File: config.mk
export PLATFORM = sky130hd
export DESIGN_NAME = instr_fetch_unit
export DESIGN_NICKNAME = d
export VERILOG_FILES = /design/src/rtl/instr_fetch_unit.sv
export SDC_FILE = /design/constraint.sdc
export NUM_CORES = 1
export LEC_CHECK = 0
export ABC_AREA = 1
export CAP_MARGIN = 5
export CORE_MARGIN = 2
export CORE_UTILIZATION = 35
export DETAILED_ROUTE_END_ITERATION = 7
export PLACE_DENSITY = 0.75
export SYNTH_ARGS = -nofsm -noshare
export SYNTH_HDL_FRONTEND = slang
export SYNTH_SLANG_ARGS = --single-unit
export TNS_END_PERCENT = 1
File: constraint.sdc
create_clock -name clk -period 2.95 [get_ports clk]
set_input_delay 0.59 -clock clk [delete_from_list [all_inputs] [get_ports clk]]
set_output_delay 0.59 -clock clk [all_outputs]
set_load 0.01 [all_outputs]
File: src/rtl/instr_fetch_unit.sv
// Instruction fetch: PC, one-cycle program-memory fetch, and stall/replay FSM (FETCH/HOLD/REPLAY).
// Latency: the word at pm_addr appears on ins one edge later. Stall holds the PC and emits NOPs.
// Optional stall-cycle counter is enabled by macro STALL_COUNT_EN; otherwise stall_cycles is tied to zero.
module instr_fetch_unit (
    input  logic        clk,
    input  logic        reset,
    input  logic        stall,
    input  logic        stall_pm,
    input  logic        jump_en,
    input  logic [7:0]  jump_addr,
    input  logic [19:0] ins_pm_in,
    output logic [7:0]  pm_addr,
    output logic [19:0] ins,
    output logic        ins_valid,
    output logic [1:0]  state,
    output logic [7:0]  stall_cycles
);
    typedef enum logic [1:0] {
        FETCH   = 2'd0,
        HOLD    = 2'd1,
        REPLAY  = 2'd2,
        ILLEGAL = 2'd3
    } state_t;

    localparam logic [19:0] NOP = 20'h00000;

    state_t      state_q, state_d;
    logic [7:0]  pc_q, pc_d;
    logic [19:0] ins_q, ins_d;
    logic [19:0] saved_ins_q, saved_ins_d;
    logic        ins_valid_q, ins_valid_d;

    // ILLEGAL needs no case of its own: it falls into the normal-fetch path.
    always_comb begin
        pc_d        = pc_q;
        ins_d       = NOP;
        ins_valid_d = 1'b0;
        saved_ins_d = saved_ins_q;
        state_d     = FETCH;
        if (jump_en) begin
            pc_d = jump_addr;
        end else if (stall) begin
            state_d = HOLD;
        end else if ((state_q == HOLD) && stall_pm) begin
            ins_d       = saved_ins_q;
            ins_valid_d = 1'b1;
            state_d     = REPLAY;
        end else begin
            ins_d       = ins_pm_in;
            ins_valid_d = 1'b1;
            saved_ins_d = ins_pm_in;
            pc_d        = pc_q + 8'd1;
        end
    end

    always_ff @(posedge clk) begin
        if (reset) begin
            state_q     <= FETCH;
            pc_q        <= 8'h00;
            ins_q       <= NOP;
            ins_valid_q <= 1'b0;
            saved_ins_q <= NOP;
        end else begin
            state_q     <= state_d;
            pc_q        <= pc_d;
            ins_q       <= ins_d;
            ins_valid_q <= ins_valid_d;
            saved_ins_q <= saved_ins_d;
        end
    end

    assign pm_addr   = pc_q;
    assign ins       = ins_q;
    assign ins_valid = ins_valid_q;
    assign state     = state_q;

`ifdef STALL_COUNT_EN
    logic [7:0] stall_cycles_q, stall_cycles_d;

    // Counts every stalled edge, including one overridden by a jump, and saturates.
    always_comb begin
        stall_cycles_d = stall_cycles_q;
        if (stall && (stall_cycles_q != 8'hFF))
            stall_cycles_d = stall_cycles_q + 8'd1;
    end

    always_ff @(posedge clk) begin
        if (reset)
            stall_cycles_q <= 8'h00;
        else
            stall_cycles_q <= stall_cycles_d;
    end

    assign stall_cycles = stall_cycles_q;
`else
    assign stall_cycles = 8'h00;
`endif

endmodule
==> impl_metrics.tcl <==
set metrics [dict create \
    status "complete, no violations" \
    clock_tree.buffer_depth 2 \
    cp_slowest_cell "clkdlybuf4s50_1" \
    cp-end-kind "output pin" \
    firstDrtPassIters 4 \
    fillCellCount 561 \
    setup_viol 0 \
    synth-compound-area-share_pct 14.90 \
    routed_wirelength_microns 4717 \
    critical_path.top_delay_family "buffers and inverters" \
    pre_cts_slack_ns 0.6925 \
    routedWlPerCell_microns 11.76 \
    r2r_cells 4 \
    final_net_count 360 \
    peakVddDrop_mv 0.2107 \
    clock-sinks 51 \
    clock_latency_ns 0.30 \
    rsz0062_at_grt "false" \
    area_growth_pct 33.12 \
    powerDensity_mw_per_mm2 489.3 \
    rrSetupSlack_ns 1.52 \
    fin_crit_ns 1.960 \
    hold_depth 2 \
    reg2reg_from "state[0]$_SDFF_PP0_" \
    ys_types 31 \
    synth_xor_area_share_pct 0 \
    p_leak_nw 1.151 \
    overflow 0 \
    syn-cell-area_sq_mm 0.002150 \
    final_hold_viol_count 0 \
    grt_pass1_vias 1753 \
    coreArea_sq_mm 0.005921 \
    grt_first_pass_wirelength_microns 7790 \
    die_y_microns 82.37 \
    cts.clk_slew.worst_paths_ns 0.09 \
    cp-start-kind "flop" \
    drive_gt1_share_pct 9.816 \
    yosys.area_share.simple_pct 25.32 \
    worst_slack_ns 0.9897 \
    async_flop_share_pct 0 \
    hold_path.class "flop to flop" \
    synth_top_family_by_area "simple AND/OR/NAND/NOR gates" \
    start_util_pct 36.31 \
    slew_violations 0 \
    ant_nets 0 \
    drv_cap 0 \
    ioPinCount 72 \
    ctsHoldBuffers 0 \
    synth.area.mux_share_pct 0 \
    crit_buf_inv 1 \
    ys_dominant_reg_cell "dfxtp_1" \
    worst_pin_slew_ns 0.6700 \
    finalCritPeriodShare_pct 66.45 \
    viasPerCell 4.773 \
    stdcell_area_sq_mm 0.002861 \
    htree_levels 2 \
    std_cell_rows 28 \
    worstHoldEndpoint "saved_ins_q[18]$_SDFFE_PP0P_" \
    numCtsBuffers 5 \
    relSlewSlack_pct 55.29 \
    antenna_found_initial 0 \
    synth-edff-count 0 \
    place_area_sq_mm 0.002759 \
    cts_tree "yes" \
    ys_ff_latch 51 \
    tns_ns 0 \
    clock-skew-final_ns 0.003460 \
    crit_type "flop to output pin" \
    cts_root_buf "clkbuf_8" \
    insertedDiodeCount 0 \
    fmaxAchievable_mhz 510.1 \
    ys_warn_count 0 \
    cpPeakStageDelay_ns 0.59 \
    yosysSeqAreaShare_pct 47.50 \
    dieWidth_microns 82.37 \
    cp_max_fo 8 \
    hpwlAfterDp_microns 3467 \
    synth_fa_ha_area_share_pct 0.5821 \
    dieArea_sq_mm 0.006785 \
    route.detailed.drc 0 \
    place_congestion 0.8114 \
    drt-initial-drc-count 82 \
    hold_start "saved_ins_q[18]$_SDFFE_PP0P_" \
    r2r-end "saved_ins_q[8]$_SDFFE_PP0P_" \
    vias 1914 \
    postSynthCellCount 266 \
    synth_top_area_share_pct 47.50 \
    yosysTopAreaCell "dfxtp_1" \
    yosys-top-cells-count "dfxtp_1, nor2_1, nand2_1" \
    post_cts.repair.setup_buffers 0 \
    avgSynthCellArea_sq_um 8.081 \
    grt_max_degree 23 \
    path_cells "clkdlybuf4s50_1" \
    portBuffers 63 \
    grt_util_all_layers_pct 14.81 \
    cts_resized 0 \
    yosysMostFrequentCell "dfxtp_1" \
    critPathArrivalTime_ns 1.37 \
    synthTopCellsByArea "dfxtp_1, nor2_1, nand2_1" \
    worstPathRequired_ns 2.36 \
]
stage by stage:
stage          instances  total power [mW]  hold WS [ns]  utilization (%)
2_1_floorplan        273            0.8640        0.4511                -
3_3_place_gp         394            0.9454        0.4612            46.60
3_5_place_dp         394            0.9494        0.4693            46.60
4_1_cts              401             1.413        0.4824            48.33
5_1_grt              401             1.464        0.5037            48.33
6_report             401             1.400        0.4777            48.33
sequential cells by signal, summed over array words and instances, names as in the netlist:
name,count
ins_valid,1
state,2
saved_ins_q,20
ins,20
pm_addr,8
worst reg2reg max path, cell delays in order (launching register included):
cell	delay, ns
dfxtp_1	0.39
nand2_1	0.08
nor2_2	0.52
o21ai_0	0.20
o21ai_0	0.17
cells in the final DEF, fill, tap and decap left out, types with 2 or more instances in the layout:
| cell | Yosys | routed |
|---|---|---|
| a21oi_1 | 5 | 5 |
| buf_4 | 9 | 2 |
| clkbuf_8 | 0 | 5 |
| clkdlybuf4s50_1 | 0 | 63 |
| conb_1 | 1 | 8 |
| dfxtp_1 | 51 | 51 |
| inv_1 | 18 | 18 |
| inv_2 | 4 | 4 |
| nand2_1 | 40 | 40 |
| nand2_2 | 3 | 3 |
| nand3_1 | 23 | 23 |
| nand4_1 | 2 | 2 |
| nor2_1 | 41 | 41 |
| nor3_1 | 2 | 2 |
| o21ai_0 | 9 | 9 |
| o21ai_1 | 19 | 19 |
| o21ai_2 | 8 | 8 |
| o21bai_1 | 3 | 3 |
| o22ai_1 | 8 | 8 |
layout make-up:
type	instances	area, sq um	area share (%)
clock buffer	6	72.57	2.536
clock inverter	1	30.03	1.049
inverter	23	91.34	3.192
multi-input combinational	180	907.1	31.70
sequential	51	1021	35.68
tap	75	93.84	3.279
timing repair buffer	65	645.6	22.56
where the power goes:
| group | switching [mW] | internal, mW |
|---|---|---|
| logic | 0.0957 | 0.0983 |
| registers | 0.0198 | 0.719 |
| clock network | 0.219 | 0.249 |
logic make-up (layout without fill, tap and decap cells):
family                     Yosys count  after routing
and+or+nand+nor                    118            118
AOI/OAI and AO/OA                   53             53
DFF                                 51             51
buffers and inverters               42             95
adders and majority gates            1              1
other                                1              8
how the worst max path moves through the flow:
stage                            start                           end  slack [ns]  depth (start not counted)
2_1_floorplan                 stall_pm   saved_ins_q[7]$_SDFFE_PP0P_        1.67                          6
3_3_place_gp                   jump_en   saved_ins_q[2]$_SDFFE_PP0P_        0.76                          6
3_5_place_dp                   jump_en   saved_ins_q[3]$_SDFFE_PP0P_        0.69                          6
4_1_cts        pm_addr[2]$_SDFFE_PP0P_                    pm_addr[2]        1.00                          1
5_1_grt                        jump_en  saved_ins_q[10]$_SDFFE_PP0P_        0.87                          6
6_report       pm_addr[2]$_SDFFE_PP0P_                    pm_addr[2]        0.99                          1
per-layer routing:
layer | wire (microns) | vias to the layer above | global-route usage (%) | share of wire [%]
met2 | 2312 | 62 | 25.16 | 49
met3 | 232 | 7 | 3.043 | 4.9
met5 | 0 | - | 0 | 0
li1 | - | 968 | - | -
met4 | 76 | 0 | 5.833 | 1.6
met1 | 2095 | 877 | 18.27 | 44
Power figures use the tool's default switching activity.
